===== src/rtl/eth_arp_responder_pkg.sv =====
// Shared ARP/Ethernet constants, word offsets and FSM state type for the ARP responder.
package eth_arp_responder_pkg;

   localparam logic [15:0] ETHERTYPE_ARP  = 16'h0806;
   localparam logic [15:0] ETHERTYPE_IPV4 = 16'h0800;
   localparam logic [15:0] ARP_HTYPE      = 16'h0001;
   localparam logic [15:0] ARP_PTYPE      = 16'h0800;
   localparam logic [15:0] ARP_HLPL       = 16'h0604;
   localparam logic [15:0] ARP_OPER_REQ   = 16'h0001;
   localparam logic [15:0] ARP_OPER_REP   = 16'h0002;

   localparam logic [10:0] ARP_OFF_ETYPE = 11'd6;
   localparam logic [10:0] ARP_OFF_HTYPE = 11'd7;
   localparam logic [10:0] ARP_OFF_PTYPE = 11'd8;
   localparam logic [10:0] ARP_OFF_HLPL  = 11'd9;
   localparam logic [10:0] ARP_OFF_OPER  = 11'd10;
   localparam logic [10:0] ARP_OFF_SHA   = 11'd11;
   localparam logic [10:0] ARP_OFF_SPA   = 11'd14;
   localparam logic [10:0] ARP_OFF_TPA   = 11'd19;

   localparam int unsigned TX_LEN_WORDS_DEF = 30;

   typedef enum logic [1:0] {
      ST_IDLE,
      ST_CHECK,
      ST_REPLY,
      ST_FINISH
   } arp_state_t;

   // Rx word fetched at each step of the header check, in issue order.
   function automatic logic [10:0] check_addr(input logic [4:0] step);
      case (step)
         5'd0:    return ARP_OFF_ETYPE;
         5'd1:    return ARP_OFF_HTYPE;
         5'd2:    return ARP_OFF_PTYPE;
         5'd3:    return ARP_OFF_HLPL;
         5'd4:    return ARP_OFF_OPER;
         5'd5:    return ARP_OFF_TPA;
         5'd6:    return ARP_OFF_TPA + 11'd1;
         default: return 11'd0;
      endcase
   endfunction

endpackage


===== src/rtl/eth_arp_responder.sv =====
// ARP responder: validates an ARP request in the Rx buffer and writes the reply body into the Tx buffer.
// state     | meaning
// ST_IDLE   | waiting for Parcer_RQ
// ST_CHECK  | streaming EtherType/ARP header words and comparing them as they return
// ST_REPLY  | writing Tx words 6..29, counter holds the Tx word index
// ST_FINISH | Tx_Start pulse with Tx_Length
module eth_arp_responder
   import eth_arp_responder_pkg::*;
#(
   parameter int Eth_WORD_WIDTH = 16,
   parameter int TX_LEN_WORDS   = TX_LEN_WORDS_DEF
) (
   input  logic                      Clock,
   input  logic                      Reset_n,
   input  logic                      Parcer_RQ,
   output logic [10:0]               Rx_Addr,
   input  logic [Eth_WORD_WIDTH-1:0] Rx_Data,
   output logic [10:0]               Tx_Addr,
   output logic [Eth_WORD_WIDTH-1:0] Tx_Data,
   output logic                      Tx_Word_Strobe,
   output logic                      Tx_Start,
   output logic [10:0]               Tx_Length,
   input  logic [Eth_WORD_WIDTH-1:0] MAC_Addr0_i,
   input  logic [Eth_WORD_WIDTH-1:0] MAC_Addr1_i,
   input  logic [Eth_WORD_WIDTH-1:0] MAC_Addr2_i,
   input  logic [Eth_WORD_WIDTH-1:0] IP_Addr0_i,
   input  logic [Eth_WORD_WIDTH-1:0] IP_Addr1_i,
   output logic                      Next_Parcer,
   output logic                      Rx_Error_Type,
   output logic                      Rx_Drop,
   output logic                      Busy
);

   arp_state_t                state, state_next;
   logic [4:0]                cnt, cnt_next;
   logic [10:0]               rx_addr_next;
   logic                      np_next, err_next, drop_next;
   logic [Eth_WORD_WIDTH-1:0] field_exp;
   logic [Eth_WORD_WIDTH-1:0] tx_word;

   // In CHECK, cnt==k means data for check step k-1 is on Rx_Data.
   always_comb begin
      field_exp = '0;
      case (cnt)
         5'd2:    field_exp = ARP_HTYPE;
         5'd3:    field_exp = ARP_PTYPE;
         5'd4:    field_exp = ARP_HLPL;
         5'd5:    field_exp = ARP_OPER_REQ;
         5'd6:    field_exp = IP_Addr0_i;
         5'd7:    field_exp = IP_Addr1_i;
         default: field_exp = '0;
      endcase
   end

   always_comb begin
      state_next   = state;
      cnt_next     = cnt;
      rx_addr_next = 11'd0;
      np_next      = 1'b0;
      err_next     = 1'b0;
      drop_next    = 1'b0;
      case (state)
         ST_IDLE: begin
            if (Parcer_RQ) begin
               state_next   = ST_CHECK;
               cnt_next     = 5'd0;
               rx_addr_next = check_addr(5'd0);
            end
         end
         ST_CHECK: begin
            cnt_next     = cnt + 5'd1;
            rx_addr_next = check_addr(cnt + 5'd1);
            if (cnt == 5'd1) begin
               if (Rx_Data != ARP_ETYPE_W()) begin
                  state_next   = ST_IDLE;
                  rx_addr_next = 11'd0;
                  np_next      = (Rx_Data == ETHERTYPE_IPV4);
                  err_next     = (Rx_Data != ETHERTYPE_IPV4);
               end
            end else if (cnt >= 5'd2) begin
               if (Rx_Data != field_exp) begin
                  state_next   = ST_IDLE;
                  rx_addr_next = 11'd0;
                  drop_next    = 1'b1;
               end else if (cnt == 5'd7) begin
                  state_next = ST_REPLY;
                  cnt_next   = 5'd6;
               end
            end
         end
         ST_REPLY: begin
            cnt_next = cnt + 5'd1;
            // Prefetch SHA/SPA one cycle ahead so each lands as its Tx word is written.
            if (cnt >= 5'd14 && cnt <= 5'd18) rx_addr_next = {6'd0, cnt} - 11'd3;
            if (cnt == 5'd29) state_next = ST_FINISH;
         end
         ST_FINISH: begin
            state_next = ST_IDLE;
            cnt_next   = 5'd0;
         end
         default: state_next = ST_IDLE;
      endcase
   end

   function automatic logic [Eth_WORD_WIDTH-1:0] ARP_ETYPE_W();
      return ETHERTYPE_ARP;
   endfunction

   always_ff @(posedge Clock or negedge Reset_n) begin
      if (!Reset_n) begin
         state         <= ST_IDLE;
         cnt           <= 5'd0;
         Rx_Addr       <= 11'd0;
         Next_Parcer   <= 1'b0;
         Rx_Error_Type <= 1'b0;
         Rx_Drop       <= 1'b0;
      end else begin
         state         <= state_next;
         cnt           <= cnt_next;
         Rx_Addr       <= rx_addr_next;
         Next_Parcer   <= np_next;
         Rx_Error_Type <= err_next;
         Rx_Drop       <= drop_next;
      end
   end

   always_comb begin
      tx_word = '0;
      case (cnt)
         5'd6:                        tx_word = ETHERTYPE_ARP;
         5'd7:                        tx_word = ARP_HTYPE;
         5'd8:                        tx_word = ARP_PTYPE;
         5'd9:                        tx_word = ARP_HLPL;
         5'd10:                       tx_word = ARP_OPER_REP;
         5'd11:                       tx_word = MAC_Addr0_i;
         5'd12:                       tx_word = MAC_Addr1_i;
         5'd13:                       tx_word = MAC_Addr2_i;
         5'd14:                       tx_word = IP_Addr0_i;
         5'd15:                       tx_word = IP_Addr1_i;
         5'd16, 5'd17, 5'd18, 5'd19,
         5'd20:                       tx_word = Rx_Data;
         default:                     tx_word = '0;
      endcase
   end

   assign Tx_Word_Strobe = (state == ST_REPLY);
   assign Tx_Addr        = Tx_Word_Strobe ? {6'd0, cnt} : 11'd0;
   assign Tx_Data        = Tx_Word_Strobe ? tx_word : '0;
   assign Tx_Start       = (state == ST_FINISH);
   assign Tx_Length      = Tx_Start ? 11'(TX_LEN_WORDS) : 11'd0;
   assign Busy           = (state != ST_IDLE);

endmodule

===== config.mk =====
export PLATFORM = sky130hd
export DESIGN_NAME = eth_arp_responder
export DESIGN_NICKNAME = d
export VERILOG_FILES = /design/src/rtl/eth_arp_responder_pkg.sv /design/src/rtl/eth_arp_responder.sv
export SDC_FILE = /design/constraint.sdc
export NUM_CORES = 1
export LEC_CHECK = 0
export CAP_MARGIN = 25
export CORE_ASPECT_RATIO = 0.9
export CORE_UTILIZATION = 38
export DETAILED_ROUTE_END_ITERATION = 16
export GPL_TIMING_DRIVEN = 0
export PLACE_DENSITY = 0.91
export RECOVER_POWER = 50
export SYNTH_ARGS = -nofsm -noshare
export SYNTH_HDL_FRONTEND = slang
export SYNTH_SLANG_ARGS = --single-unit

===== constraint.sdc =====
create_clock -name Clock -period 4.5 [get_ports Clock]
set_input_delay 1.35 -clock Clock [delete_from_list [all_inputs] [get_ports Clock]]
set_output_delay 1.35 -clock Clock [all_outputs]
set_load 0.02 [all_outputs]

==> reports/results.ini <==
[logic_synthesis]
yosys-top-cells-area=dfrtp_1 (16%), buf_4 (6.9%), a22oi_1 (6.6%)
yosysWarnings=0
synth-main-ff-cell=dfrtp_1
async_flop_share=1.00
synth_top_area_cell=dfrtp_1
seq_area_frac_synth=0.159
ys_types=54
syn_area_um2=2520
synth.top_cell.area_share=0.159
synthCells=334
ys_ff_latch=16
synth-edff-count=0
syn_avg_cell_area_um2=7.54

[final_layout]
drive_gt1_frac=0.131
multiInputGateArea_um2=1900
nets=606
diodes=0
final_area_um2=4260
syn2layout_area_growth_pct=69.0
fill_cells=521
ff_latch_area_um2=403

[clock_network]
htreeDepth=1
tritoncts=yes
cts_sinks=16
cts_root_buf=clkbuf_8
clk_latency_ps=260
cts_buffers=3
clk_pin_slew_ps=70
ctsHoldBuffers=0
clk_path_buf_depth=2

[placement]
gp_congestion=0.937
postPlaceCellArea_um2=4090
dpl.hpwl_um=8340
portBuffers=140

[drt]
drt_iter0_markers=531
ant_nets=0
wl_per_cell_um=19.5
totalWireLength_um=11400
vias_per_cell=6.22
drt_drc_violations_left=0
dr.pass1.iters=7
vias=3621

[pwr]
peakVddDrop_v=0.000189
switching_power_uw=426
power.share.switching=0.438
cellPowerDensity_nw_per_um2=229
power_frac_seq=0.210
p_int_uw=547
leakage_uw=0.00179
p_comb_frac=0.654
pwr-share-clk=0.137

[floorplan]
die_area_um2=6960
die_h_um=79.2
core_um2=6250
dieWidth_um=87.8
io_pins=154
rows=27
start_util=0.403

[critical_path]
cp_top_family=buffers and inverters
end_kind=output pin
cp_num_buf_inv=5
critPathKind=flop to output pin
cp_max_fo=10
path_cells=ha_1, buf_6, buf_6, buf_2, nand2_1, nor2_1, ha_4, clkbuf_4, a221oi_1, a41oi_1, dlygate4sd2_1
crit_required_ps=3150
startpoint_type=flop
arrival_ps=3030
worst_path_largest_cell_delay_ps=470
crit_top_cell=buf_6
crit_slowest_cell=dfrtp_2

[global_route]
gr-usage-all-layers=0.302
grt_pass1_vias=3305
gr-total-overflow=0
grt_antenna_before_repair=0
grt_max_degree=17
grt_pass1_wl_um=16400

[timing]
worst_pin_slew_ps=822
tns_ps=0
fin_worst_skew_ps=2.05
finalSetupViolCount=0
slew_headroom=0.444
fin_crit_ps=4380
grt_setup_unrepaired=no
max_clock_freq_mhz=228
period_share=0.974
hold_violations=0
maxSlewViolCount=0

[run_status]
run_status=finished clean

[flow_run]
cap_viol_max_count=0

[hold_path]
min_path_type=flop to flop

per-layer routing:
metal / vias to the layer above / wire [um] / track usage
met3: 48 / 1370 / 0.0509
met5: - / 0 / 0
met4: 0 / 359 / 0.120
met2: 305 / 5270 / 0.512
li1: 1588 / - / -
met1: 1680 / 4370 / 0.376
power groups by stage:
stage / Combinational, uW / Clock, uW / Sequential, uW
floorplan: 328 / 0 / 232
global placement: 582 / 0 / 210
detailed placement: 597 / 0 / 210
CTS: 622 / 134 / 204
global route: 676 / 141 / 208
finish: 636 / 133 / 204
cells in the final DEF (no fill, tap or decap), types with 4 or more instances in the layout:
| cell type | instances |
|---|---|
| nand3b_1 | 5 |
| a41oi_1 | 4 |
| a22o_1 | 10 |
| and2_1 | 7 |
| o21ai_0 | 16 |
| xnor2_1 | 5 |
| nand3_1 | 5 |
| nand2_1 | 36 |
| buf_4 | 29 |
| dfrtp_1 | 14 |
| a222oi_1 | 12 |
| a22oi_1 | 22 |
| dlygate4sd3_1 | 20 |
| a31oi_1 | 16 |
| dlygate4sd2_1 | 9 |
| conb_1 | 14 |
| a21oi_1 | 13 |
| buf_2 | 8 |
| nand2b_1 | 4 |
| nor2b_1 | 4 |
| clkdlybuf4s50_1 | 104 |
| nor3_1 | 5 |
| nand4_1 | 4 |
| a221o_1 | 6 |
| ha_1 | 9 |
| dlymetal6s2s_1 | 7 |
| nor2_1 | 21 |
| clkbuf_8 | 4 |
| inv_1 | 8 |
| o22ai_1 | 10 |
| xor2_1 | 8 |
metrics by stage:
step,hold WS (ps),util,total power (uW),cells,worst slack (ps)
after floorplan,527,-,560,347,678
after global placement,563,0.652,791,574,-700
after detailed placement,605,0.654,807,575,-654
after CTS,616,0.676,960,582,8.21
after global routing,653,0.681,1030,582,9.72
final,612,0.681,973,582,119
synth_stat cells, drive strengths merged (8+ instances only):
cell    instances
nand2          36
buf            35
a22oi          22
nor2           22
o21ai          18
a31oi          16
dfrtp          16
a21oi          13
a222oi         12
clkbuf         11
ha             11
a22o           10
o22ai          10
inv             8
xor2            8
area by class of cell:
cell class / count / area share
multi-input cells: 276 / 0.446
repair buffers: 145 / 0.340
flip-flops and latches: 16 / 0.0947
plain buffers: 45 / 0.0720
well taps: 87 / 0.0256
clock buffers: 4 / 0.0129
inverters: 9 / 0.00882
sequential cells by signal, summed over array words and instances (netlist names), named ones only:
register	count
Rx_Addr	6
cnt	5
Next_Parcer	1
Rx_Drop	1
Rx_Error_Type	1
state	1
kinds of logic after synthesis:
logic type,synth area share
AO/OA/AOI/OAI,0.379
XOR/XNOR,0.0452
adder cells (fa/ha/maj),0.0546
buffers and inverters,0.127
flip-flops,0.159
multiplexers,0.00795
other,0.00149
AND/OR/NAND/NOR,0.226
worst paths after layout:
kind | start | end | slack (ps) | cells after the start
setup reg to reg | cnt[1]$_DFFE_PN0P_ | cnt[3]$_DFFE_PN0P_ | 1470 | 9
max in group asynchronous | Reset_n | cnt[1]$_DFFE_PN0P_ | 2290 | 1
min in group asynchronous | Reset_n | state[0]$_DFFE_PN0P_ | 1640 | 1
setup / recovery | cnt[1]$_DFFE_PN0P_ | Tx_Data[2] | 120 | 11
hold / removal | state[0]$_DFFE_PN0P_ | flop | 610 | 1
hold reg to reg | state[0]$_DFFE_PN0P_ | flop | 610 | 1
repair_timing:
item                                    4_1_cts  5_1_grt
setup buffers                                 4        0
pin swaps                                     1        1
hold endpoints to repair                      0        0
gates resized for setup                      31       11
endpoints found under the setup margin       16       14
No activity file was read; power rests on OpenSTA's default activity.
